**src/rtl/addr_ft_chunked.sv**
```systemverilog
// addr_ft_chunked: chunked W-bit unsigned adder (a + b + cin) with a primary
// and a shadow replica datapath. The two replicas are compared every ADD
// cycle. A chunk whose replicas disagree is recomputed up to MAX_RETRY times.
// If the replicas still disagree, the primary result is committed and err is set.
//
// Ports:
//   clk, rst             clock (rising edge), asynchronous active-high reset
//   in_valid / in_ready  operand handshake (a, b, cin)
//   out_valid/out_ready  result handshake (sum, err)
//   sum [W:0]            a + b + cin, MSB is carry-out
//   err                  a chunk was committed while the replicas disagreed
//                        (only meaningful while out_valid is high)
//   fault_cnt            saturating count of replica mismatches since reset
//   fi_en, fi_mask       XOR mask on the shadow {carry,sum} chunk, ADD only
//
// state  | meaning
// IDLE   | waiting for operands, in_ready high
// ADD    | one chunk attempt per cycle, idx/retry advance
// DONE   | result held, out_valid high until consumer accepts

module addr_ft_chunked #(
    parameter int W         = 8,
    parameter int CHUNK     = 4,
    parameter int MAX_RETRY = 2,
    parameter int CNT_W     = 8
) (
    input  logic             clk,
    input  logic             rst,
    input  logic             in_valid,
    output logic             in_ready,
    input  logic [W-1:0]     a,
    input  logic [W-1:0]     b,
    input  logic             cin,
    output logic             out_valid,
    input  logic             out_ready,
    output logic [W:0]       sum,
    output logic             err,
    output logic [CNT_W-1:0] fault_cnt,
    input  logic             fi_en,
    input  logic [CHUNK:0]   fi_mask
);

    localparam int NCH   = W / CHUNK;
    localparam int IDX_W = (NCH > 1) ? $clog2(NCH) : 1;
    localparam int RET_W = (MAX_RETRY > 0) ? $clog2(MAX_RETRY + 1) : 1;
    localparam logic [IDX_W-1:0] LAST_IDX = IDX_W'(NCH - 1);
    localparam logic [RET_W-1:0] RET_MAX  = RET_W'(MAX_RETRY);

    typedef enum logic [1:0] {S_IDLE, S_ADD, S_DONE} state_t;

    state_t             r_state;
    state_t             w_state_nxt;

    logic [W-1:0]       r_a;
    logic [W-1:0]       r_b;
    logic               r_carry;
    logic [IDX_W-1:0]   r_idx;
    logic [RET_W-1:0]   r_retry;
    logic [W:0]         r_sum;
    logic               r_err;
    logic [CNT_W-1:0]   r_fault_cnt;

    logic               w_accept;
    logic               w_mismatch;
    logic               w_commit;
    logic               w_commit_err;
    logic               w_retry_inc;

    // Primary replica: indexed operand mux and a behavioural adder.
    logic [CHUNK-1:0]   w_pa;
    logic [CHUNK-1:0]   w_pb;
    logic [CHUNK:0]     w_prim;

    // Shadow replica: AND-OR operand select and an explicit ripple chain, so
    // it shares no structure with the primary; keep stops synthesis merging it.
    (* keep = "true" *) logic [CHUNK-1:0] w_sa;
    (* keep = "true" *) logic [CHUNK-1:0] w_sb;
    (* keep = "true" *) logic [CHUNK:0]   w_sh_raw;
    logic [CHUNK:0]     w_shadow;

    always_comb begin
        w_pa = '0;
        w_pb = '0;
        for (int k = 0; k < NCH; k++) begin
            if (r_idx == IDX_W'(k)) begin
                w_pa = r_a[k*CHUNK +: CHUNK];
                w_pb = r_b[k*CHUNK +: CHUNK];
            end
        end
    end

    assign w_prim = {1'b0, w_pa} + {1'b0, w_pb} + {{CHUNK{1'b0}}, r_carry};

    always_comb begin
        w_sa = '0;
        w_sb = '0;
        for (int k = 0; k < NCH; k++) begin
            w_sa = w_sa | (r_a[k*CHUNK +: CHUNK] & {CHUNK{r_idx == IDX_W'(k)}});
            w_sb = w_sb | (r_b[k*CHUNK +: CHUNK] & {CHUNK{r_idx == IDX_W'(k)}});
        end
    end

    always_comb begin
        logic v_c;
        w_sh_raw = '0;
        v_c      = r_carry;
        for (int i = 0; i < CHUNK; i++) begin
            w_sh_raw[i] = w_sa[i] ^ w_sb[i] ^ v_c;
            v_c         = (w_sa[i] & w_sb[i]) | (v_c & (w_sa[i] ^ w_sb[i]));
        end
        w_sh_raw[CHUNK] = v_c;
    end

    assign w_shadow = w_sh_raw ^ (fi_en ? fi_mask : '0);

    always_ff @(posedge clk or posedge rst) begin
        if (rst) begin
            r_state <= S_IDLE;
        end else begin
            r_state <= w_state_nxt;
        end
    end

    always_comb begin
        w_state_nxt  = r_state;
        w_accept     = 1'b0;
        w_mismatch   = 1'b0;
        w_commit     = 1'b0;
        w_commit_err = 1'b0;
        w_retry_inc  = 1'b0;
        case (r_state)
            S_IDLE: begin
                if (in_valid) begin
                    w_accept    = 1'b1;
                    w_state_nxt = S_ADD;
                end
            end
            S_ADD: begin
                if (w_prim != w_shadow) begin
                    w_mismatch = 1'b1;
                    if (r_retry < RET_MAX) begin
                        w_retry_inc = 1'b1;
                    end else begin
                        // Out of retries: trust the primary and flag it.
                        w_commit     = 1'b1;
                        w_commit_err = 1'b1;
                    end
                end else begin
                    w_commit = 1'b1;
                end
                if (w_commit && (r_idx == LAST_IDX)) begin
                    w_state_nxt = S_DONE;
                end
            end
            S_DONE: begin
                if (out_ready) begin
                    w_state_nxt = S_IDLE;
                end
            end
            default: w_state_nxt = S_IDLE;
        endcase
    end

    always_ff @(posedge clk or posedge rst) begin
        if (rst) begin
            r_a         <= '0;
            r_b         <= '0;
            r_carry     <= 1'b0;
            r_idx       <= '0;
            r_retry     <= '0;
            r_sum       <= '0;
            r_err       <= 1'b0;
            r_fault_cnt <= '0;
        end else begin
            if (w_accept) begin
                r_a     <= a;
                r_b     <= b;
                r_carry <= cin;
                r_idx   <= '0;
                r_retry <= '0;
                r_err   <= 1'b0;
            end
            if (w_retry_inc) begin
                r_retry <= r_retry + 1'b1;
            end
            if (w_commit) begin
                for (int k = 0; k < NCH; k++) begin
                    if (r_idx == IDX_W'(k)) begin
                        r_sum[k*CHUNK +: CHUNK] <= w_prim[CHUNK-1:0];
                    end
                end
                if (r_idx == LAST_IDX) begin
                    r_sum[W] <= w_prim[CHUNK];
                end
                r_carry <= w_prim[CHUNK];
                r_retry <= '0;
                r_idx   <= r_idx + 1'b1;
                if (w_commit_err) begin
                    r_err <= 1'b1;
                end
            end
            if (w_mismatch && (r_fault_cnt != {CNT_W{1'b1}})) begin
                r_fault_cnt <= r_fault_cnt + 1'b1;
            end
        end
    end

    assign in_ready  = (r_state == S_IDLE) & ~rst;
    assign out_valid = (r_state == S_DONE);
    assign sum       = r_sum;
    assign err       = r_err & out_valid;
    assign fault_cnt = r_fault_cnt;

endmodule

```
**config.mk**
```make
export PLATFORM = sky130hd
export DESIGN_NAME = addr_ft_chunked
export DESIGN_NICKNAME = d
export VERILOG_FILES = /design/src/rtl/addr_ft_chunked.sv
export SDC_FILE = /design/constraint.sdc
export NUM_CORES = 1
export LEC_CHECK = 0
export CORE_MARGIN = 2
export CORE_UTILIZATION = 30
export CTS_CLUSTER_SIZE = 16
export DETAILED_ROUTE_END_ITERATION = 8
export GPL_ROUTABILITY_DRIVEN = 0
export SETUP_SLACK_MARGIN = 0.15
export SLEW_MARGIN = 25
export SYNTH_ARGS = -nofsm -noshare
export SYNTH_HDL_FRONTEND = slang
export SYNTH_SLANG_ARGS = --single-unit
```
**constraint.sdc**
```tcl
create_clock -name clk -period 12.8 [get_ports clk]
set_input_delay 1.28 -clock clk [delete_from_list [all_inputs] [get_ports clk]]
set_output_delay 1.28 -clock clk [all_outputs]
set_load 0.01 [all_outputs]
```
# Word-level counts from Yosys, hierarchy flattened
# Index checks and enable logic that the tools add are counted.
[op_classes]
n_addsub = 5
magnitude_cmp = 1
eq_ne = 7
muxes = 30
n_bitwise = 31
n_reduce_logical = 8
[ops]
columns = ["cell", "count"]
rows = [
  ["2-to-1 mux 1 bit", 20],
  ["AND 4 bit", 4],
  ["2-to-1 mux 2 bit", 6],
  ["AND 1 bit", 10],
  ["adder 8 x 1 -> 8 bit, second input constant", 1],
  ["2-to-1 mux 4 bit", 2],
  ["!= test 8 bit, second input constant", 1],
  ["OR 4 bit", 2],
  ["bitwise XOR 1 bit", 8],
  ["case mux 2 bit (3 select lines)", 1],
  ["adder 4 x 4 -> 5 bit", 1],
  ["adder 5 x 1 -> 5 bit", 1],
  ["2-to-1 mux 5 bit", 1],
  ["!= test 5 bit", 1],
  ["bitwise XOR 5 bit", 1],
  ["!= test 2 bit, second input constant", 2],
  ["OR 1 bit", 4],
  ["AND reduction 2 bit", 2],
  ["AND reduction 3 bit", 1],
  ["nonzero test 3 bit", 1],
  ["adder 2 x 1 -> 2 bit, second input constant", 1],
  ["== test 2 x 1 -> 1 bit, second input constant", 1],
  ["== test 2 bit, second input constant", 1],
  ["logical AND 1 bit", 2],
  ["6 further kinds", 7],
]
[word_totals]
register_bits = 40
input_bits = 27
out_inout_bits = 20
wordCells = 92

# Depth between registers and ports, before layout
# Gate-level depths: netlist of run 1.
[logic_depth]
depth_word = 19
ltp_mapped = 14
ltp_nobuf = 12

# Worst setup path before layout of run 1
# No wires, ideal clock.
[synth_timing]
path_type = "register to register"
startpoint = "reg r_idx"
endpoint = "reg r_sum[4], in the netlist sum[4]"
setup_time_ns = 0.125
arrival_time_ns = 3.900
required_ns = 12.675
path_slack_ns = 8.775
path_stages_with_launch = 14
path_buffers = 1
period_less_slack_ns = 4.025
path_cell_list = "dfrtp_1 -> buf_1 -> mux2_2 -> fa_1 -> inv_1 -> fa_1 -> fa_1 -> fa_1 -> inv_2 -> xnor2_2 -> xnor3_1 -> a211oi_4 -> o211a_4 -> mux2_4"
[synth_rtl]
columns = ["element", "line", "text"]
rows = [
  ["start, declared", "57", "logic [IDX_W-1:0] r_idx;"],
  ["start signal, assigned", "197", "r_idx <= r_idx + 1'b1;"],
  ["NOT 1 bit (no line)", "--", ""],
  ["AND 4 bit", "98", "w_sa = w_sa | (r_a[k*CHUNK +: CHUNK] & {CHUNK{r_idx == IDX_W'(k)}});"],
  ["OR 4 bit (*)", "98", ""],
  ["via w_sa[0]", "76", "(* keep = \"true\" *) logic [CHUNK-1:0] w_sa;"],
  ["bitwise XOR 1 bit", "109", "v_c = (w_sa[i] & w_sb[i]) | (v_c & (w_sa[i] ^ w_sb[i]));"],
  ["AND 1 bit", "109", ""],
  ["OR 1 bit (*)", "109", ""],
  ["AND 1 bit (*)", "109", ""],
  ["[2 not listed]", "--", ""],
  ["OR 1 bit (*)", "109", ""],
  ["bitwise XOR 1 bit (*)", "108", "w_sh_raw[i] = w_sa[i] ^ w_sb[i] ^ v_c;"],
  ["via w_sh_raw[3]", "78", "(* keep = \"true\" *) logic [CHUNK:0] w_sh_raw;"],
  ["bitwise XOR 5 bit (*)", "114", "assign w_shadow = w_sh_raw ^ (fi_en ? fi_mask : '0);"],
  ["!= test 5 bit (*)", "139", "if (w_prim != w_shadow) begin"],
  ["2-to-1 mux 1 bit (*)", "139", ""],
  ["2-to-1 mux 1 bit (*) (2 in series)", "131", "case (r_state)"],
  ["AND reduction 2 bit (no line) (*)", "--", ""],
  ["end signal, assigned by index", "189", "r_sum[k*CHUNK +: CHUNK] <= w_prim[CHUNK-1:0];"],
  ["end signal, assigned by index", "193", "r_sum[W] <= w_prim[CHUNK];"],
  ["end, declared", "59", "logic [W:0] r_sum;"],
]
# The timed path passes the listed nets; every way through them passes the cells marked *. The select of a mux whose other input is x is not followed.
# A chain may end at the register's enable or synchronous reset.

# Final worst setup path of run 1
[layout_timing]
startpoint = "reg r_idx"
endpoint = "reg r_sum[8], in the netlist sum[8]"
# Same word-level chain as after synthesis.

==> results of run 1 <==
metal layers:
| layer | part of all wire | routed length [um] | track usage |
|---|---|---|---|
| met5 | 0 | 0 | 0 |
| met4 | 0.013 | 55 | 0.0378 |
| met3 | 0.039 | 160 | 0.0311 |
| met2 | 0.46 | 1880 | 0.180 |
| met1 | 0.49 | 1990 | 0.154 |
power by group:
part / internal, mW / switching [mW]
clock: 0.0430 / 0.0436
sequential: 0.189 / 0.0482
combinational: 0.257 / 0.257
final timing paths:
kind / start / endpoint / slack, ps
min in group asynchronous: rst / r_state[1] / 1450
worst max register to register: r_idx / sum[8] / 8470
max in group asynchronous: rst / fault_cnt[1] / 10990
worst min-delay path: r_a[4] / r_a[4] / 470
worst max-delay path: r_idx / sum[8] / 8470
worst min register to register: r_a[4] / r_a[4] / 470
critical path: cells and delay by family, from the launching register on:
family          cells  cell delay, ps
flops               1             700
compound gates      2             850
mux                 2             590
fa+ha+maj           4            1470
buf+inv             2             100
xor+xnor            2             520
cells in the final DEF, fill, tap and decap left out, types with 3 or more instances in the layout:
cell                               n
sky130_fd_sc_hd__mux2_4            5
sky130_fd_sc_hd__dfrtp_1          40
sky130_fd_sc_hd__nor2b_1           3
sky130_fd_sc_hd__fa_1              4
sky130_fd_sc_hd__a21oi_1           3
sky130_fd_sc_hd__inv_1            13
sky130_fd_sc_hd__nand2_1          59
sky130_fd_sc_hd__mux2i_1           7
sky130_fd_sc_hd__nand3_1           5
sky130_fd_sc_hd__clkdlybuf4s50_1  46
sky130_fd_sc_hd__nor4_1            3
sky130_fd_sc_hd__nor3_1            4
sky130_fd_sc_hd__xor2_1            5
sky130_fd_sc_hd__ha_1              4
sky130_fd_sc_hd__nor2_1            6
sky130_fd_sc_hd__clkbuf_8          6
sky130_fd_sc_hd__mux2_1            6
cell families (layout without fill, tap and decap cells):
family          count (synthesis)  in the layout  share of synthesized area
mux                            20             20                      0.112
fa+ha+maj                       8              8                     0.0621
xor+xnor                        9              9                     0.0478
buf+inv                        20             69                     0.0394
compound gates                 17             17                     0.0711
flops                          40             40                      0.478
simple gates                   89             89                      0.189
state kept, by name (all words and copies together) (netlist names):
signal     flops
fault_cnt      8
r_a            8
r_b            8
r_carry        1
r_err          1
r_idx          1
r_retry        2
r_state        2
sum            9
final cells by class:
class | count | share of cell area
Multi-Input combinational cell | 143 | 0.371
Clock buffer | 6 | 0.0303
Clock inverter | 2 | 0.00367
Sequential cell | 40 | 0.367
Inverter | 14 | 0.0193
Timing Repair Buffer | 47 | 0.172
Tap cell | 80 | 0.0367
stage by stage:
step,instance area [um^2],power [mW]
2_1_floorplan,2090,0.639
3_3_place_gp,2630,0.751
3_5_place_dp,2630,0.760
4_1_cts,2730,0.851
5_1_grt,2730,0.915
6_report,2730,0.839
==> Implementation_results.wiki, run 1 <==
{| class="wikitable"
! Metric !! Value
|-
| Worst setup slack before clock tree synthesis || 8470 ps
|-
| Resized cells post-CTS || 0
|-
| Vias per cell || 4.53
|-
| CP Capture Type || register
|-
| Layout Utilization || 0.403
|-
| Ordered cell list for the critical path || mux2_2 -> fa_1 -> inv_1 -> fa_1 -> fa_1 -> fa_1 -> inv_2 -> xnor2_2 -> xnor3_1 -> a211oi_4 -> o211a_4 -> mux2_4
|-
| Fin. max-slew vios || 0
|-
| Slew of the pin with the lowest slew margin || 643 ps
|-
| Vert. Die Dim || 87.6 um
|-
| N_diodes || 0
|-
| Sort of element at the start of the critical path || register
|-
| First-pass iteration count of the detailed router || 4
|-
| Post-route setup slack || 8470 ps
|-
| Inserted Clock Buffers || 5
|-
| Pin count of the biggest net entering global routing || 41
|-
| Worst IR drop on VDD || 0.182 mV
|-
| Area of the mapped netlist || 2090 um^2
|-
| Cell count of the worst reg-to-reg path || 12
|-
| TritonCTS sink count || 40
|-
| Count of nets left with antenna violations after detail routing || 0
|-
| Post-synthesis area per instance || 10.3 um^2
|-
| Post-synth EDFFs || 0
|-
| # hold bufs at CTS || 0
|-
| Cell type with the highest aggregate area in the netlist || sky130_fd_sc_hd__dfrtp_1
|-
| Area Overhead vs Synth || 30.1%
|-
| Ys Warns || 0
|-
| Die width || 87.6 um
|-
| Number of nets in the final layout || 286
|-
| Number of buffers inserted by port buffering || 46
|-
| Via count of the first global-routing pass || 1490
|-
| Minimum period implied by the final worst setup slack || 4330 ps
|-
| Combined area of the multi-input logic cells || 1010 um^2
|-
| Leakage || 1.29 nW
|-
| Hold-critical path depth || 2
|-
| Number of fillers in the final layout || 683
|-
| Max FO, Critical Path || 14
|-
| Total half-perimeter wirelength after legalization and detailed placement || 3130 um
|-
| Critical Path Max Stage Delay || 700 ps
|-
| Synth cell count leaders || sky130_fd_sc_hd__nand2_1, sky130_fd_sc_hd__dfrtp_1, sky130_fd_sc_hd__inv_1
|-
| Non-Filler Instances || 332
|-
| RSZ-0062 raised after global routing || false
|-
| Critical path class || register to register
|-
| Worst hold path type || register to register
|-
| Top-count cell post-synth || sky130_fd_sc_hd__nand2_1
|-
| Cell variety after synth || 41
|-
| Std-Cell Rows || 30
|-
| Skew final || 11.8 ps
|-
| Leading cell types by total area after synthesis || sky130_fd_sc_hd__dfrtp_1, sky130_fd_sc_hd__nand2_1, sky130_fd_sc_hd__fa_1, sky130_fd_sc_hd__mux2_4, sky130_fd_sc_hd__mux2i_1
|-
| GRT Util Overall || 0.115
|-
| Final routed wire length divided by cell count || 12.3 um
|-
| Wire length reported by the detailed router || 4080 um
|-
| Final hold violation count || 0
|-
| Die area || 7670 um^2
|-
| Gate count after technology mapping || 203
|-
| Vias || 1504
|-
| Fraction of final layout cells sized beyond drive strength 1 || 0.103
|-
| Net count after synthesis || 238
|-
| First-pass GRT wire length || 6890 um
|-
| Peak clock frequency supported by timing || 231 MHz
|-
| DRC violations left || 0
|-
| Clock transition time at the flip-flop clock pins of the worst setup and hold paths || 80 ps
|-
| DR iter-0 viols || 74
|-
| Power per standard cell area || 308 nW/um^2
|-
| Required time worst endpoint || 12990 ps
|-
| Share of the clock period used by the worst path || 0.338
|-
| Fraction of synthesis flops using an asynchronous set or reset pin || 1.00
|-
| Number of antenna violations at the first check in global routing || 0
|-
| Prevailing post-synth register cell || sky130_fd_sc_hd__dfrtp_1
|-
| Post-CTS Setup Inserts || 0
|-
| Leftover overflow at the end of global routing || 0
|-
| CTS max path bufs || 2
|-
| Status || finished, final reports clean
|-
| Core region area || 6760 um^2
|-
| Number of max-cap violations || 0
|-
| Slew HR || 0.570
|-
| Crit-path slowest cell || sky130_fd_sc_hd__dfrtp_1
|-
| Number of failing setup endpoints in the final timing report || 0
|-
| Total number of H-tree levels || 2
|-
| Dpl cells || 324
|-
| Final Hold Slack || 474 ps
|-
| I/O Pins || 47
|-
| Register area || 1000 um^2
|-
| Initial Util || 0.310
|-
| Buffer type at the clock tree root || sky130_fd_sc_hd__clkbuf_8
|-
| Skew-Pair Late Insertion Delay || 300 ps
|-
| Most used cell, CP || sky130_fd_sc_hd__fa_1
|-
| Arrival time worst endpoint || 4520 ps
|-
| Synth top area share || 0.478
|-
| Sequential-to-total area share from yosys stat || 0.478
|-
| Number of synthesized register bits || 40
|-
| Final-layout setup total negative slack || 0 ps
|-
| CTS tree || yes
|}
Power figures use the tool's default switching activity.
==> run 2: changes to the inputs <==
==> constraint.sdc (replaced) <==
create_clock -name clk -period 4 [get_ports clk]
set_input_delay 0.4 -clock clk [delete_from_list [all_inputs] [get_ports clk]]
set_output_delay 0.4 -clock clk [all_outputs]
set_load 0.01 [all_outputs]
==> run 2 against run 1 <==
Net effect:
- clock power rose to 3.1 times the previous value
- worst setup slack got worse by 8200 ps
- critical path depth did not move
- critical endpoint is now sum[5]
- clock skew fell by 6.8 ps
- global-route usage rose by 0.41 points
- die area did not move
- routed wire length rose by 3.7%
==> Implementation_results.wiki, run 2 (same netlist as run 1, synthesis figures left out) <==
{| class="wikitable"
! Metric !! Value
|-
| Final routed wire length divided by cell count || 12.5 um (+1.9%)
|-
| Final Hold Slack || 477 ps (+2.73 ps)
|-
| Die width || 87.6 um (unchanged)
|-
| Max FO, Critical Path || 7 (-7)
|-
| CP Capture Type || register
|-
| Dpl cells || 326 (+0.62%)
|-
| Number of fillers in the final layout || 679 (-0.59%)
|-
| Fraction of final layout cells sized beyond drive strength 1 || 0.128 (+0.0247)
|-
| First-pass GRT wire length || 7080 um (+2.8%)
|-
| Total chip power || 2.88 mW (+240%)
|-
| Placed Area || 2650 um^2 (+0.57%)
|-
| Sort of element at the start of the critical path || register
|-
| Number of buffers inserted by port buffering || 46 (unchanged)
|-
| Vias per cell || 4.60 (+1.5%)
|-
| Peak clock frequency supported by timing || 272 MHz (+18%)
|-
| Non-Filler Instances || 338 (+1.8%)
|-
| # hold bufs at CTS || 0 (unchanged)
|-
| CTS tree || yes
|-
| Final hold violation count || 0 (unchanged)
|-
| Total number of H-tree levels || 2 (unchanged)
|-
| Worst hold path type || register to register
|-
| Register share of total power || 0.261 (-0.022)
|-
| DR WL met2 || 1970 um (+5.1%)
|-
| Total half-perimeter wirelength after legalization and detailed placement || 3270 um (+4.3%)
|-
| Leakage || 1.32 nW (+2.0%)
|-
| TritonCTS sink count || 40 (unchanged)
|-
| Area Overhead vs Synth || 32.5%
|-
| Number of failing setup endpoints in the final timing report || 0 (unchanged)
|-
| Worst Hold Endpoint || r_a[4]
|-
| DRC violations left || 0 (unchanged)
|-
| Hold-critical path depth || 2 (unchanged)
|-
| Count of nets left with antenna violations after detail routing || 0 (unchanged)
|-
| Final Cell Area || 2780 um^2 (+1.8%)
|-
| Critical path class || register to register
|-
| Clock transition time at the flip-flop clock pins of the worst setup and hold paths || 70 ps (about the same)
|-
| Most common library cell in the layout ignoring fill and taps || sky130_fd_sc_hd__nand2_1
|-
| Top layer used by detailed routing || met4
|-
| CTS max path bufs || 2 (unchanged)
|-
| Skew-Pair Late Insertion Delay || 290 ps (about the same)
|-
| Vert. Die Dim || 87.6 um (unchanged)
|-
| Share of the clock period used by the worst path || 0.920 (+0.582)
|-
| Slew of the pin with the lowest slew margin || 671 ps (+28.0 ps)
|-
| Cell count of the worst reg-to-reg path || 12 (unchanged)
|-
| Terminus of the critical flop-to-flop path || sum[5]
|-
| I/O Pins || 47 (unchanged)
|-
| Switching fraction of total power || 0.404 (-0.0123)
|-
| Slew HR || 0.552 (-0.0184)
|-
| Number of antenna violations at the first check in global routing || 0 (unchanged)
|-
| First-pass iteration count of the detailed router || 4 (unchanged)
|-
| Fin. max-slew vios || 0 (unchanged)
|-
| GRT Util Overall || 0.119 (+0.00407)
|-
| Worst IR drop on VDD || 0.365 mV (+100%)
|-
| Std-Cell Rows || 30 (unchanged)
|-
| Pin count of the biggest net entering global routing || 30 (-27%)
|-
| Die area || 7670 um^2 (unchanged)
|-
| RSZ-0062 raised after global routing || false
|-
| Most used cell, CP || sky130_fd_sc_hd__fa_1
|-
| Initial Util || 0.310 (unchanged)
|-
| Crit-path slowest cell || sky130_fd_sc_hd__fa_1
|-
| Leftover overflow at the end of global routing || 0 (unchanged)
|-
| Power per standard cell area || 1040 nW/um^2 (+240%)
|-
| Via count of the first global-routing pass || 1548 (+3.9%)
|-
| Inserted Clock Buffers || 5 (unchanged)
|-
| Ordered cell list for the critical path || mux2_2 -> fa_1 -> inv_1 -> fa_1 -> fa_2 -> fa_1 -> inv_2 -> xnor2_2 -> xnor3_1 -> a211oi_4 -> o211a_4 -> mux2_4
|-
| Skew final || 5.01 ps (-6.83 ps)
|-
| Minimum period implied by the final worst setup slack || 3680 ps (-648 ps)
|-
| Largest register FFs || 9 (unchanged)
|-
| Worst Hold Launch || r_a[4]
|-
| Net Switching || 1.16 mW (+230%)
|-
| Vias || 1554 (+3.3%)
|-
| Commonest cells after routing, fill and taps aside || sky130_fd_sc_hd__nand2_1, sky130_fd_sc_hd__clkdlybuf4s50_1, sky130_fd_sc_hd__dfrtp_1
|-
| Wl on met1 || 1980 um (-0.25%)
|-
| Number of max-cap violations || 0 (unchanged)
|-
| Reg2Reg Launch Point || r_idx
|-
| Internal || 1.72 mW (+250%)
|-
| Number of nets in the final layout || 292 (+2.1%)
|-
| Core region area || 6760 um^2 (unchanged)
|-
| Status || finished, final reports clean
|-
| Buffer type at the clock tree root || sky130_fd_sc_hd__clkbuf_8
|-
| Share of power burned in combinational logic || 0.645 (+0.032)
|-
| Clk pwr share || 0.094 (-0.009)
|-
| Wire length reported by the detailed router || 4230 um (+3.7%)
|-
| Arrival time worst endpoint || 3860 ps (-660 ps)
|-
| Routed length on met3 || 181 um (+13%)
|-
| Required time worst endpoint || 4180 ps (-8810 ps)
|-
| Final-layout setup total negative slack || 0 ps (unchanged)
|-
| Worst-case register-to-register setup slack || 320 ps (-8150 ps)
|-
| N_diodes || 0 (unchanged)
|-
| DR iter-0 viols || 87 (+18%)
|-
| Critical Path Max Stage Delay || 500 ps (-200 ps)
|}
## run 2: changes by cell type in the layout (fill, tap and decap cells not counted)
cell	before	now
sky130_fd_sc_hd__inv_2	1	2
sky130_fd_sc_hd__fa_1	4	3
sky130_fd_sc_hd__buf_6	0	1
sky130_fd_sc_hd__fa_2	0	1
sky130_fd_sc_hd__buf_4	1	6
sky130_fd_sc_hd__clkbuf_1	0	2
sky130_fd_sc_hd__dfrtp_2	0	1
sky130_fd_sc_hd__dfrtp_1	40	39
sky130_fd_sc_hd__inv_1	13	12
sky130_fd_sc_hd__clkinv_2	2	0
## run 2: worst max-delay path by stage
stage                     start      end  slack [ps]  cells after the start
after floorplan           r_idx   sum[4]         160                     13
after global placement    r_idx  r_carry         200                     13
after detailed placement  r_idx  r_carry         140                     13
after CTS                 r_idx  r_carry         150                     13
after global routing      r_idx  r_carry         160                     13
final                     r_idx   sum[5]         320                     12
## run 2: per-layer routing
metal,up-vias,GRT usage
met5,-,0
met4,0,0.0629
met3,6,0.0245
met2,42,0.193
met1,734,0.150
li1,772,-
## run 2: metrics by stage
stage          setup slack (ps)  utilization
2_1_floorplan               157            -
4_1_cts                     155        0.406
3_3_place_gp                196        0.392
3_5_place_dp                144        0.392
5_1_grt                     160        0.411
6_report                    319        0.411
## run 2: area by class of cell
type | instances | area [um^2] | area share
inverter | 14 | 52.6 | 0.0189
multi-input combinational | 143 | 1010 | 0.365
tap | 80 | 100 | 0.0361
clock buffer | 8 | 90.1 | 0.0325
timing repair buffer | 53 | 517 | 0.186
sequential | 40 | 1000 | 0.361
## run 2: critical path: cells and delay by family (launching register included)
kind | cells | cell delay, ps
AOI/OAI and AO/OA | 2 | 590
DFF | 1 | 460
adders and majority gates | 4 | 1440
xor gates and xnor gates | 2 | 420
muxes | 2 | 570
buffers and inverters | 2 | 100
## run 2: power groups by stage
stage	Combinational, mW	Sequential, mW	Clock (mW)
6_report	1.86	0.753	0.271
5_1_grt	2.06	0.782	0.296
4_1_cts	1.78	0.758	0.282
3_5_place_dp	1.75	0.764	0
3_3_place_gp	1.70	0.758	0
2_1_floorplan	1.29	0.760	0
## run 2: repair_timing
| item | 4_1_cts | 5_1_grt |
|---|---|---|
| gates resized for setup | 1 | 2 |
| endpoints found under the setup margin | 2 | 21 |
| pin swaps | 0 | 2 |
| setup buffers | 0 | 4 |
| gates cloned | 0 | 0 |
